**src/rtl/alu_bist_pkg.sv**
```systemverilog
// Shared types and helpers for the ALU self-test controller.
// Latency: n/a (types, constants and a combinational step function).
// Backpressure: n/a.
package alu_bist_pkg;

  typedef enum logic [1:0] {
    ST_IDLE    = 2'd0,
    ST_RUN     = 2'd1,
    ST_COMPARE = 2'd2,
    ST_DONE    = 2'd3
  } bist_state_e;

  // x^32 + x^22 + x^2 + x + 1, Galois right-shift form
  localparam logic [31:0] POLY32 = 32'h8020_0003;
  // Decorrelates operand B from operand A
  localparam logic [31:0] B_XOR  = 32'hA5A5_A5A5;

  // One Galois step, used by both the operand LFSR and the MISR
  function automatic logic [31:0] step32(input logic [31:0] s);
    return (s >> 1) ^ (s[0] ? POLY32 : 32'h0);
  endfunction

endpackage

```
**src/rtl/alu_bist_if.sv**
```systemverilog
// Bundle between the self-test controller and the ALU it exercises.
// Latency: none, wires only.
// Backpressure: none; the ALU is combinational and always accepts.
interface alu_bist_if;
  logic [31:0] alu_a;
  logic [31:0] alu_b;
  logic [2:0]  alu_ctrl;
  logic [31:0] alu_result;
  logic        alu_carry;
  logic        alu_overflow;
  logic        alu_zero;
  logic        alu_negative;

  // Controller side: drives operands, observes response
  modport master (
    output alu_a, alu_b, alu_ctrl,
    input  alu_result, alu_carry, alu_overflow, alu_zero, alu_negative
  );

  // ALU side: consumes operands, returns response
  modport slave (
    input  alu_a, alu_b, alu_ctrl,
    output alu_result, alu_carry, alu_overflow, alu_zero, alu_negative
  );
endinterface

```
**src/rtl/alu_bist_misr.sv**
```systemverilog
// 32-bit multiple-input signature register compacting the ALU responses.
// Latency: one cycle per captured word; sig reflects the word captured on the previous edge.
// Backpressure: none; captures every cycle en is high.
module alu_bist_misr
  import alu_bist_pkg::*;
(
  input  logic        clk,
  input  logic        rst_n,
  input  logic        clr,
  input  logic        en,
  input  logic [31:0] d,
  output logic [31:0] sig
);

  // Clear wins over capture so a fresh test never inherits old state
  always_ff @(posedge clk or negedge rst_n) begin
    if (!rst_n) begin
      sig <= 32'h0;
    end else if (clr) begin
      sig <= 32'h0;
    end else if (en) begin
      sig <= step32(sig) ^ d;
    end
  end

endmodule

```
**src/rtl/alu_bist_ctrl.sv**
```systemverilog
// ALU built-in self-test: sweeps op codes with LFSR operands, compacts responses, checks a golden signature.
// Latency: NUM_VECTORS*NUM_OPS+1 cycles from the accepted start edge to done.
// Backpressure: none; one vector per cycle, start ignored while busy, abort cancels at once.
module alu_bist_ctrl
  import alu_bist_pkg::*;
#(
  parameter int unsigned NUM_VECTORS = 64,
  parameter int unsigned NUM_OPS     = 8,
  parameter logic [31:0] LFSR_SEED   = 32'h0000_0001,
  parameter logic [31:0] GOLDEN_SIG  = 32'h0
) (
  input  logic              clk,
  input  logic              rst_n,
  input  logic              start,
  input  logic              abort,
  output logic              busy,
  output logic              done,
  output logic              pass,
  output logic [31:0]       signature,
  alu_bist_if.master        alu
);

  localparam logic [1:0] IDLE    = ST_IDLE;
  localparam logic [1:0] RUN     = ST_RUN;
  localparam logic [1:0] COMPARE = ST_COMPARE;
  localparam logic [1:0] DONE    = ST_DONE;

  // An all-zero seed would lock the LFSR, so substitute 1
  localparam logic [31:0] SEED_EFF = (LFSR_SEED == 32'h0) ? 32'h1 : LFSR_SEED;
  localparam int unsigned VW       = (NUM_VECTORS > 1) ? $clog2(NUM_VECTORS) : 1;
  localparam logic [VW-1:0] VLAST  = VW'(NUM_VECTORS - 1);
  localparam logic [2:0]    OLAST  = 3'(NUM_OPS - 1);

  logic [1:0]    state;
  logic [31:0]   lfsr;
  logic [VW-1:0] vidx;
  logic [2:0]    oidx;
  logic [31:0]   sig_q;
  logic          pass_q;
  logic [31:0]   misr_sig;
  logic [31:0]   misr_d;
  logic          accept;
  logic          running;

  assign running = (state == RUN);
  assign accept  = ((state == IDLE) || (state == DONE)) && start && !abort;

  // Sequencer: state, vector/op counters and operand LFSR
  always_ff @(posedge clk or negedge rst_n) begin
    if (!rst_n) begin
      state <= IDLE;
      lfsr  <= SEED_EFF;
      vidx  <= '0;
      oidx  <= '0;
    end else begin
      case (state)
        IDLE, DONE: begin
          if (abort) begin
            state <= IDLE;
          end else if (start) begin
            state <= RUN;
            lfsr  <= SEED_EFF;
            vidx  <= '0;
            oidx  <= '0;
          end
        end
        RUN: begin
          if (abort) begin
            state <= IDLE;
          end else begin
            // Response to the current vector is captured by the MISR this edge
            lfsr <= step32(lfsr);
            if (vidx == VLAST) begin
              vidx <= '0;
              if (oidx == OLAST) begin
                state <= COMPARE;
              end else begin
                oidx <= oidx + 3'd1;
              end
            end else begin
              vidx <= vidx + 1'b1;
            end
          end
        end
        COMPARE: state <= abort ? IDLE : DONE;
        default: state <= IDLE;
      endcase
    end
  end

  // Result registers: cleared on a new test or abort, loaded once in COMPARE
  always_ff @(posedge clk or negedge rst_n) begin
    if (!rst_n) begin
      sig_q  <= 32'h0;
      pass_q <= 1'b0;
    end else if (accept || abort) begin
      sig_q  <= 32'h0;
      pass_q <= 1'b0;
    end else if (state == COMPARE) begin
      sig_q  <= misr_sig;
      pass_q <= (misr_sig == GOLDEN_SIG);
    end
  end

  // Flags fold into the top nibble of the compacted word
  assign misr_d = alu.alu_result ^
                  {alu.alu_carry, alu.alu_overflow, alu.alu_zero, alu.alu_negative, 28'b0};

  alu_bist_misr u_misr (
    .clk   (clk),
    .rst_n (rst_n),
    .clr   (accept),
    .en    (running),
    .d     (misr_d),
    .sig   (misr_sig)
  );

  // Operands are only driven while running so the ALU sees zeros otherwise
  assign alu.alu_a    = running ? lfsr : 32'h0;
  assign alu.alu_b    = running ? ({lfsr[15:0], lfsr[31:16]} ^ B_XOR) : 32'h0;
  assign alu.alu_ctrl = running ? oidx : 3'h0;

  assign busy      = running || (state == COMPARE);
  assign done      = (state == DONE);
  assign pass      = pass_q;
  assign signature = sig_q;

endmodule

```
**src/flat_wrapper.sv**
```systemverilog
// flat-port wrapper written by rule: the top's interface ports become plain ports
module alu_bist_ctrl_flat import alu_bist_pkg::*;
#(
  parameter int unsigned NUM_VECTORS = 64,
  parameter int unsigned NUM_OPS     = 8,
  parameter logic [31:0] LFSR_SEED   = 32'h0000_0001,
  parameter logic [31:0] GOLDEN_SIG  = 32'h0
)
  (clk, rst_n, start, abort, busy, done, pass, signature, alu_alu_a, alu_alu_b, alu_alu_ctrl, alu_alu_result, alu_alu_carry, alu_alu_overflow, alu_alu_zero, alu_alu_negative);
  alu_bist_if alu_i ();
  input  logic clk;
  input  logic rst_n;
  input  logic start;
  input  logic abort;
  output logic busy;
  output logic done;
  output logic pass;
  output logic [31:0] signature;
  output wire logic [$bits(alu_i.alu_a)-1:0] alu_alu_a;
  output wire logic [$bits(alu_i.alu_b)-1:0] alu_alu_b;
  output wire logic [$bits(alu_i.alu_ctrl)-1:0] alu_alu_ctrl;
  input wire logic [$bits(alu_i.alu_result)-1:0] alu_alu_result;
  input wire logic [$bits(alu_i.alu_carry)-1:0] alu_alu_carry;
  input wire logic [$bits(alu_i.alu_overflow)-1:0] alu_alu_overflow;
  input wire logic [$bits(alu_i.alu_zero)-1:0] alu_alu_zero;
  input wire logic [$bits(alu_i.alu_negative)-1:0] alu_alu_negative;
  assign alu_alu_a = alu_i.alu_a;
  assign alu_alu_b = alu_i.alu_b;
  assign alu_alu_ctrl = alu_i.alu_ctrl;
  assign alu_i.alu_result = alu_alu_result;
  assign alu_i.alu_carry = alu_alu_carry;
  assign alu_i.alu_overflow = alu_alu_overflow;
  assign alu_i.alu_zero = alu_alu_zero;
  assign alu_i.alu_negative = alu_alu_negative;
  alu_bist_ctrl #(.NUM_VECTORS(NUM_VECTORS), .NUM_OPS(NUM_OPS), .LFSR_SEED(LFSR_SEED), .GOLDEN_SIG(GOLDEN_SIG)) u_core (.clk(clk), .rst_n(rst_n), .start(start), .abort(abort), .busy(busy), .done(done), .pass(pass), .signature(signature), .alu(alu_i));
endmodule
```
**config.mk**
```make
export PLATFORM = sky130hd
export DESIGN_NAME = alu_bist_ctrl_flat
export DESIGN_NICKNAME = d
export VERILOG_FILES = /design/src/rtl/alu_bist_pkg.sv /design/src/rtl/alu_bist_if.sv /design/src/rtl/alu_bist_misr.sv /design/src/rtl/alu_bist_ctrl.sv /design/src/flat_wrapper.sv
export SDC_FILE = /design/constraint.sdc
export NUM_CORES = 1
export LEC_CHECK = 0
export CAP_MARGIN = 20
export CORE_ASPECT_RATIO = 0.9
export CORE_MARGIN = 3
export CORE_UTILIZATION = 40
export DETAILED_ROUTE_END_ITERATION = 10
export GPL_TIMING_DRIVEN = 0
export HOLD_SLACK_MARGIN = 0.15
export PLACE_DENSITY = 0.73
export SYNTH_ARGS = -nofsm -noshare
export SYNTH_HDL_FRONTEND = slang
export SYNTH_SLANG_ARGS = --single-unit
```
**constraint.sdc**
```tcl
create_clock -name clk -period 3.1 [get_ports clk]
set_clock_uncertainty 0.15 [all_clocks]
set_input_delay 0.62 -clock clk [delete_from_list [all_inputs] [get_ports clk]]
set_output_delay 0.62 -clock clk [all_outputs]
set_load 0.005 [all_outputs]
```
**Yosys cells after proc, flatten, opt, wreduce, memory -nomap -nowiden**

Index checks and enable logic that the tools add are counted.

- Add/sub/neg operators: 2
- Bitwise gates (word level): 5
- Reduce and logical (&&, ||, !) cells: 15
- Equal/unequal tests: 13
- Mux-type cells: 33

Operators with widths:

| kind | number |
|---|---|
| $mux W32 | 11 |
| $pmux W32 S2 | 1 |
| $xor A31 B32 Y32 | 2 |
| $xor A32 B32 Y32 | 2 |
| $logic_not A32 Y1 | 1 |
| $mux W6 | 4 |
| $mux W3 | 6 |
| $not A16 Y16 | 1 |
| $mux W2 | 6 |
| $pmux W6 S2 | 1 |
| $ne A2 B2 Y1 const B | 5 |
| $ne A3 B3 Y1 const B | 3 |
| $add A6 B1 Y6 const B | 1 |
| $eq A6 B6 Y1 const B | 1 |
| $pmux W2 S3 | 1 |
| $pmux W3 S2 | 1 |
| $reduce_and A6 Y1 | 1 |
| $reduce_bool A2 Y1 | 3 |
| $eq A2 B2 Y1 const B | 2 |
| $reduce_and A4 Y1 | 1 |
| $add A3 B1 Y3 const B | 1 |
| $eq A3 B3 Y1 const B | 1 |
| $logic_or A1 B1 Y1 | 3 |
| $reduce_and A3 Y1 | 1 |
| 6 further kinds | 8 |

- Input bits: 40
- Logic and storage cells: 75
- Register bits after elaboration: 108
- Output and inout port bits: 102

**Logic depth before layout (Yosys ltp)**

Gate-level depths: netlist of the first run.

- Depth after elaboration: 6
- Mapped depth: 7

**By module**

A second synthesis of the first run with hierarchy kept.

- Cell total of the unflattened synthesis: 494
- Area, all modules: 5376.4 um^2

Modules (own cells, without submodules):

| module | instances | cells each | area each (um^2) |
|---|---|---|---|
| alu_bist_ctrl | 1 | 352 | 3813.7 |
| alu_bist_misr | 1 | 142 | 1562.7 |

**Worst setup path before layout of the first run**

No wires, ideal clock.

- Path kind: reg2out
- Start: register u_core.state[1]
- End: output alu_alu_b[17]
- Path buffers: 4
- Stages on the path, launching flop included: 8
- Slack: 0.632 ns
- Arrival: 1.698 ns
- Path through: dfrtp_1 > inv_1 > ha_1 > clkbuf_1 > clkbuf_1 > clkbuf_1 > and2_1 > buf_4

- Word-level cells in the longest chain between the ends: 2

Ends and longest elaborated chain:

| what | RTL line | RTL |
|---|---|---|
| start, declared | alu_bist_ctrl.sv:34 | `logic [1:0] state;` |
| start signal, assigned | alu_bist_ctrl.sv:85 | `COMPARE: state <= abort ? IDLE : DONE;` |
| $eq A2 B1 Y1 | alu_bist_ctrl.sv:45 | `assign running = (state == RUN);` |
| $mux W32 | alu_bist_ctrl.sv:120 | `assign alu.alu_b = running ? ({lfsr[15:0], lfsr[31:16]} ^ B_XOR) : 32'h0;` |
| end, declared | flat_wrapper.sv:20 | `output wire logic [$bits(alu_i.alu_b)-1:0] alu_alu_b;` |

Every way passes these cells.

**Worst setup path after layout of the first run**

- Start: register u_core.state[1]
- End: output alu_alu_b[28]

Same word-level chain as after synthesis.

==> results of run 1 <==
## synth_stat cells, types with 7 or more instances
master	instances
clkbuf_1	20
a211oi_1	27
nor2_1	69
and2_1	32
dfrtp_1	107
ha_1	7
mux2i_1	39
nor4_1	7
xnor2_1	40
buf_4	16
nand2_1	14
nor2b_1	18
buf_2	8
inv_1	11
mux2_2	30
## registers in the layout, indices dropped and copies added (netlist names)
register           cells
u_core.signature      32
u_core.vidx            6
u_core.lfsr           32
u_core.oidx            3
u_core.u_misr.sig     32
u_core.pass            1
u_core.state           2
## critical path, delay by kind of cell (launching register included)
kind                       cells  cell delay [ns]
buffers and inverters          5             1.10
DFF                            1             0.40
and+or+nand+nor                1             0.18
adders and majority gates      1             0.21
## layout make-up
| type | count | area share, % |
|---|---|---|
| tap | 164 | 2.82 |
| clock inverter | 5 | 0.603 |
| multi-input combinational | 323 | 31.6 |
| inverter | 11 | 0.568 |
| clock buffer | 11 | 3.48 |
| timing repair buffer | 142 | 19.8 |
| buffer | 45 | 3.93 |
| sequential | 108 | 37.2 |
## worst min path at each step
stage	startpoint	to	slack, ns	cells past startpoint
finish	rst_n	u_core.u_misr.sig[3]$_DFFE_PN0P_	0.16	1
floorplan	rst_n	u_core.lfsr[10]$_DFFE_PN0P_	0.17	0
global placement	u_core.vidx[5]$_DFFE_PN0P_	u_core.vidx[5]$_DFFE_PN0P_	0.33	1
detailed placement	u_core.lfsr[27]$_DFFE_PN0P_	u_core.lfsr[27]$_DFFE_PN0P_	0.34	1
global route	rst_n	u_core.u_misr.sig[4]$_DFFE_PN0P_	0.19	1
CTS	rst_n	u_core.u_misr.sig[3]$_DFFE_PN0P_	0.18	1
## what timing repair did
action	4_1_cts	5_1_grt
resized for setup	14	9
endpoints found under the setup margin	67	24
hold buffers	0	0
## power by group
group / internal, mW / switching [mW] / leakage [nW]
clock network: 0.600 / 0.540 / 0.140
registers: 1.71 / 0.349 / 1.45
logic: 1.02 / 0.966 / 1.50
total: 3.33 / 1.86 / 3.08
## cells by family (layout without fill, tap and decap cells)
kind of cell | after synthesis | in the layout
AO/OA/AOI/OAI | 45 | 45
XOR/XNOR | 42 | 42
adder cells (fa/ha/maj) | 7 | 7
buffers and inverters | 57 | 214
flip-flops | 108 | 108
multiplexers | 69 | 69
AND/OR/NAND/NOR | 160 | 160
## per-layer routing
| layer | vias to the layer above | routed length [µm] | track usage, % |
|---|---|---|---|
| met5 | - | 0 | 0 |
| met4 | 0 | 112 | 4.36 |
| met3 | 8 | 727 | 4.60 |
| met2 | 93 | 6450 | 30.6 |
| met1 | 2003 | 6020 | 25.2 |
| li1 | 1936 | - | - |
==> results_dict.tcl, run 1 <==
set metrics [dict create \
    clock_sinks 108 \
    peakVddDrop_mv 0.354 \
    utilization_pct 56.8 \
    yosysUniqueCellTypes 38 \
    start_util_pct 41.3 \
    wl_per_cell_um 16.5 \
    period_minus_slack_ns 3.00 \
    synth_top_area_cell "dfrtp_1" \
    finalSetupViolations 0 \
    post_cts_buffers 0 \
    netlist_instances 488 \
    final_common_cell "clkdlybuf4s50_1" \
    cts_buffers 9 \
    critical-path-max-stage-delay_ns 0.51 \
    top_level_ports 142 \
    nets 687 \
    die-width_um 127 \
    drv_cap 0 \
    layout.cells.non_filler 809 \
    dpl.cell_count 794 \
    crit_type "flop to output pin" \
    postPlaceCellArea_um2 6930 \
    fill_cells 1115 \
    setup_ws_ns 0.0976 \
    grt_setup_unrepaired "true" \
    hp-class "primary input to async pin" \
    grt_pass1_wl_um 21900 \
    syn_nets 535 \
    ant_nets 0 \
    viasPerCell 4.99 \
    r2r-start "u_core.state[0]$_DFFE_PN0P_" \
    crit_end "alu_alu_b[28]" \
    synth-compound-area-share_pct 6.04 \
    area_growth_pct 37.5 \
    grt_usage_pct 18.6 \
    drive_gt1_share_pct 12.6 \
    die-area_um2 14600 \
    core_um2 12800 \
    synth_top_area_share_pct 50.7 \
    layout_common_cells "140 x clkdlybuf4s50_1, 107 x dfrtp_1, 69 x nor2_1, 40 x xnor2_1, 39 x mux2i_1" \
    critPathLaunch "u_core.state[1]$_DFFE_PN0P_" \
    rows 39 \
    port_buffers 141 \
    dp_hpwl_um 9980 \
    power.density_nw_per_um2 714 \
    hold_viol 0 \
    ctsRootBufferMaster "clkbuf_16" \
    avgSynthCellArea_um2 10.8 \
    r2r_cells 6 \
    yosys_register_bits 108 \
    synth_mux_area_share_pct 13.8 \
    cp_max_fo 10 \
    tns_ns 0 \
    cts_buffer_depth 2 \
    seq_area_frac_synth_pct 51.2 \
    cellLeakagePower_nw 3.08 \
    synth_top_family_by_area "simple AND/OR/NAND/NOR gates" \
    clk_pin_slew_ns 0.07 \
    worstSetupStartpointType "flop" \
    fin_area_um2 7270 \
    arrival_ns 2.23 \
    vias 4040 \
    cpMaxStageDelayCell "clkdlybuf4s50_1" \
    ys.warnings.count 0 \
    syn_area_um2 5280 \
    yosys-top-cells-area "dfrtp_1 51%, mux2i_1 7.4%, xnor2_1 6.6%, mux2_2 6.4%, nor2_1 4.9%" \
    gr-total-overflow 0 \
    antenna_found_initial 0 \
    die_h_um 115 \
    reg2reg_setup_slack_ns 0.45 \
    hold_ws_ns 0.157 \
    status "finished, final reports clean" \
    synth_xor_area_share_pct 6.96 \
    synth-simple-area-share_pct 15.0 \
    drt_iter0_drc 213 \
    r2r_end "u_core.lfsr[13]$_DFFE_PN0P_" \
    first_pass_iters 4 \
    final_min_period_over_clock_period_pct 96.9 \
    async_flop_share_pct 100 \
    synthAdderAreaFrac_pct 1.66 \
    fmax_mhz 333 \
    clock_latency_ns 0.34 \
    regArea_um2 2700 \
    multi_input_area_um2 2300 \
    synth-edff-count 0 \
    grt_pass1_vias 4140 \
    post-place-ws_ns -0.543 \
    relSlewSlack_pct 51.3 \
    wl_um 13300 \
    required_ns 2.33 \
    finalPower_mw 5.19 \
    worst_pin_slew_ns 0.728 \
    htreeDepth 3 \
    antennaDiodeCount 0 \
    cts_tree "done" \
    slew_violations 0 \
    place_congestion 0.806 \
    worstSetupEndpointType "output pin" \
    worstPathCellList "inv_1, ha_1, buf_6, clkbuf_4, and2_1, buf_4, clkdlybuf4s50_1" \
    synth_ff_type "dfrtp_1" \
    grt_max_degree 58 \
    drcViolationCount 0 \
]
Power figures use the tool's default switching activity.
==> run 2: changes to the inputs <==
- CORE_MARGIN: 3 -> 2
- CORE_UTILIZATION: 40 -> 49
- PLACE_DENSITY: 0.73 -> 0.86
==> results_dict.tcl, run 2 (synthesis results as in run 1) <==
set metrics [dict create \
    period_minus_slack_ns 2.98 \
    utilization_pct 69.5 \
    drive_gt1_share_pct 12.7 \
    dpl.cell_count 759 \
    place_congestion 0.804 \
    core_um2 10400 \
    cts_tree "done" \
    hold_viol 0 \
    relSlewSlack_pct 50.5 \
    dp_hpwl_um 9810 \
    layout.cells.non_filler 776 \
    cellLeakagePower_nw 3.09 \
    fin_area_um2 7210 \
    grt_pass1_wl_um 21600 \
    drt_iter0_drc 211 \
    worstSetupEndpointType "output pin" \
    viasPerCell 5.31 \
    drcViolationCount 0 \
    wl_per_cell_um 17.3 \
    layout_common_cells "140 x clkdlybuf4s50_1, 107 x dfrtp_1, 69 x nor2_1, 40 x xnor2_1, 39 x mux2i_1" \
    cts_buffer_depth 2 \
    final_min_period_over_clock_period_pct 96.1 \
    clock_sinks 108 \
    grt_max_degree 62 \
    die_h_um 103 \
    clk_pin_slew_ns 0.07 \
    postPlaceCellArea_um2 6880 \
    hp-class "flop to flop" \
    rows 35 \
    fmax_mhz 336 \
    ant_nets 0 \
    power.density_nw_per_um2 717 \
    status "finished, final reports clean" \
    clock_latency_ns 0.35 \
    crit_type "flop to output pin" \
    die-width_um 113 \
    cts_buffers 9 \
    antenna_found_initial 0 \
    cp_max_fo 11 \
    vias 4123 \
    die-area_um2 11600 \
    ctsRootBufferMaster "clkbuf_16" \
    final_common_cell "clkdlybuf4s50_1" \
    area_growth_pct 36.5 \
    port_buffers 141 \
    grt_pass1_vias 4153 \
    finalSetupViolations 0 \
    slew_violations 0 \
    required_ns 2.33 \
    drv_cap 0 \
    wl_um 13400 \
    worstSetupStartpointType "flop" \
    peakVddDrop_mv 0.397 \
    gr-total-overflow 0 \
    nets 689 \
    top_level_ports 142 \
    worst_pin_slew_ns 0.739 \
    arrival_ns 2.21 \
    antennaDiodeCount 0 \
    htreeDepth 3 \
    first_pass_iters 4 \
    hold_ws_ns 0.357 \
    grt_usage_pct 24.0 \
    start_util_pct 50.9 \
    tns_ns 0 \
]
[run 2: cell types whose count changed in the layout (fill, tap and decap cells not counted), moves of 2 or more]
cell,delta
inv_6,+2
clkbuf_2,+3
clkinvlp_4,-2
clkbuf_4,-2
buf_8,-2
buf_4,+3
clkinv_2,+2
[run 2: what timing repair did]
item | CTS | global route
gates cloned | 0 | 0
buffers inserted | 0 | 2
hold buffers | 1 | 0
gates resized for setup | 7 | 8
endpoints found under the setup margin | 67 | 21
hold endpoints to repair | 13 | 0
[run 2: worst paths after layout]
check                                              end  depth (start not counted)                         from  slack [ns]
max                                    alu_alu_ctrl[0]                          7  u_core.state[1]$_DFFE_PN0P_        0.12
max in group asynchronous   u_core.lfsr[0]$_DFFE_PN1P_                          3                        rst_n        1.39
max reg2reg                u_core.lfsr[11]$_DFFE_PN0P_                          6  u_core.state[0]$_DFFE_PN0P_        0.39
min reg2reg                u_core.lfsr[14]$_DFFE_PN0P_                          1  u_core.lfsr[14]$_DFFE_PN0P_        0.36
min                        u_core.lfsr[14]$_DFFE_PN0P_                          1  u_core.lfsr[14]$_DFFE_PN0P_        0.36
min in group asynchronous  u_core.lfsr[15]$_DFFE_PN0P_                          2                        rst_n        0.67
[run 2: cell type report]
type                            count  area [µm²]
Inverter                           11        41.3
Timing Repair Buffer              145        1460
Sequential cell                   108        2700
Tap cell                          129         161
Clock inverter                      6        45.0
Fill cell                         774        3170
Buffer                             44         251
Multi-Input combinational cell    323        2310
Clock buffer                       10         239
[run 2: critical path: stages, from the launching register on]
cell,delay (ns)
dfrtp_1,0.40
inv_1,0.13
ha_4,0.25
clkbuf_2,0.24
buf_6,0.19
nand2_1,0.09
inv_1,0.06
clkdlybuf4s50_1,0.49
[run 2: per-layer routing]
metal	part of all wire, %	GRT usage, %	vias up
li1	-	-	1945
met1	43	31.2	2028
met2	50	40.8	131
met3	5.1	4.88	19
met4	1.9	8.54	0
met5	0	0	-
[run 2: where the power goes]
group | total (mW) | switching (mW) | internal (mW)
Clock | 1.11 | 0.534 | 0.575
Combinational | 1.99 | 0.980 | 1.01
Sequential | 2.07 | 0.361 | 1.71
[run 2: through the flow]
step | setup WS, ns | total power [mW]
2_1_floorplan | 0.632 | 3.21
3_3_place_gp | -2.71 | 3.91
3_5_place_dp | -0.478 | 4.01
4_1_cts | 0.0370 | 5.16
5_1_grt | -0.0105 | 5.48
6_report | 0.122 | 5.17
==> run 3: changes to the inputs <==
- MAX_ROUTING_LAYER: unset -> met4
==> results_dict.tcl, run 3 (synthesis results as in run 1) <==
set metrics [dict create \
    status "finished, final reports clean" \
    required_ns 2.33 \
    peakVddDrop_mv 0.393 \
    slew_violations 0 \
    dpl.cell_count 759 \
    grt_pass1_vias 4146 \
    cellLeakagePower_nw 3.08 \
    start_util_pct 50.9 \
    die-area_um2 11600 \
    final_min_period_over_clock_period_pct 99.0 \
    drt_iter0_drc 193 \
    post-place-ws_ns -0.478 \
    fmax_mhz 326 \
    worstSetupStartpointType "flop" \
    worst_pin_slew_ns 0.760 \
    arrival_ns 2.30 \
    antenna_found_initial 0 \
    ant_nets 0 \
    drv_cap 0 \
    top_level_ports 142 \
    hold_viol 0 \
    cp_max_fo 11 \
    htreeDepth 3 \
    drcViolationCount 0 \
    hold_depth 1 \
    nets 689 \
    rows 35 \
    grt_pass1_wl_um 21700 \
    relSlewSlack_pct 49.2 \
    first_pass_iters 4 \
    dp_hpwl_um 9810 \
    r2r-start "u_core.state[0]$_DFFE_PN0P_" \
    grt_usage_pct 24.9 \
    regArea_um2 2700 \
    wl_per_cell_um 17.3 \
    crit_type "flop to output pin" \
    drt-met1-wl_um 5730 \
    place_congestion 0.816 \
    layout_common_cells "140 x clkdlybuf4s50_1, 107 x dfrtp_1, 69 x nor2_1, 40 x xnor2_1, 39 x mux2i_1" \
    area_growth_pct 36.4 \
    layout.cells.non_filler 776 \
    worstHoldStart "u_core.lfsr[14]$_DFFE_PN0P_" \
    utilization_pct 69.5 \
    setup_ws_ns 0.0312 \
    vias 4119 \
    port_buffers 141 \
    worstSetupEndpointType "output pin" \
    route.met2.wl_um 6750 \
    grt_setup_unrepaired "true" \
    finalPower_mw 5.16 \
    cts_tree "done" \
    met3_length_um 702 \
    cts_buffer_depth 2 \
    grt_max_degree 62 \
    die-width_um 113 \
    core_um2 10400 \
    clk_pin_slew_ns 0.07 \
    postPlaceCellArea_um2 6880 \
    period_minus_slack_ns 3.07 \
    drive_gt1_share_pct 12.2 \
    viasPerCell 5.31 \
    fill_cells 774 \
    r2r_cells 6 \
    critPathLaunch "u_core.state[1]$_DFFE_PN0P_" \
    gr-total-overflow 0 \
    antennaDiodeCount 0 \
    wl_um 13400 \
    top_layer_used "met4" \
    clock_latency_ns 0.36 \
    finalSetupViolations 0 \
    clock_sinks 108 \
    final_common_cell "clkdlybuf4s50_1" \
    fin_area_um2 7210 \
    cts_buffers 9 \
    hp-class "flop to flop" \
    die_h_um 103 \
    multi_input_area_um2 2310 \
    ctsRootBufferMaster "clkbuf_16" \
    power.density_nw_per_um2 716 \
]
[run 3: cell types whose count changed in the layout (fill, tap and decap cells not counted), sizes merged]
cell	before	now
buf	31	32
clkbuf	27	26
[run 3: layer usage]
layer	track usage (%)	vias to the layer above
met5	-	-
met4	7.41	0
met3	5.47	18
met2	40.8	128
met1	31.4	2037
li1	-	1936
[run 3: through the flow]
| stage | setup TNS, ns | hold WS, ns |
|---|---|---|
| 2_1_floorplan | 0 | 0.174 |
| 3_3_place_gp | -293.25 | 0.330 |
| 3_5_place_dp | -2.55 | 0.343 |
| 4_1_cts | 0 | 0.359 |
| 5_1_grt | -1.15 | 0.381 |
| 6_report | 0 | 0.356 |
[run 3: cell type report]
cell class	count	area share [%]
flip-flops and latches	108	37.5
well taps	129	2.24
plain buffers	44	3.44
multi-input cells	323	32.0
clock buffers	10	3.32
repair buffers	145	20.3
clock inverters	6	0.625
inverters	11	0.573
[run 3: worst max-delay path: stages (launching register included)]
cell	delay [ns]
dfrtp_1	0.40
inv_1	0.13
ha_4	0.24
buf_1	0.42
nor2b_1	0.23
clkdlybuf4s50_1	0.52
[run 3: path summary, 6_finish.rpt]
path	endpoint	slack, ns
worst min register to register	u_core.lfsr[14]$_DFFE_PN0P_	0.36
max in group asynchronous	u_core.lfsr[0]$_DFFE_PN1P_	1.38
min in group asynchronous	u_core.lfsr[15]$_DFFE_PN0P_	0.67
worst max-delay path	alu_alu_b[21]	0.03
worst max register to register	u_core.lfsr[30]$_DFFE_PN0P_	0.39
worst min-delay path	u_core.lfsr[14]$_DFFE_PN0P_	0.36
[run 3: what timing repair did]
action | in CTS | in global routing
setup endpoints to repair | 67 | 25
gates cloned | 0 | 0
resized for setup | 7 | 3
endpoints found under the hold margin | 13 | 0
hold buffers | 1 | 0
buffers inserted | 0 | 2
[run 3: where the power goes]
| part | switching [mW] | internal [mW] |
|---|---|---|
| registers | 0.357 | 1.71 |
| logic | 0.978 | 1.01 |
| clock network | 0.536 | 0.575 |
| total | 1.87 | 3.29 |
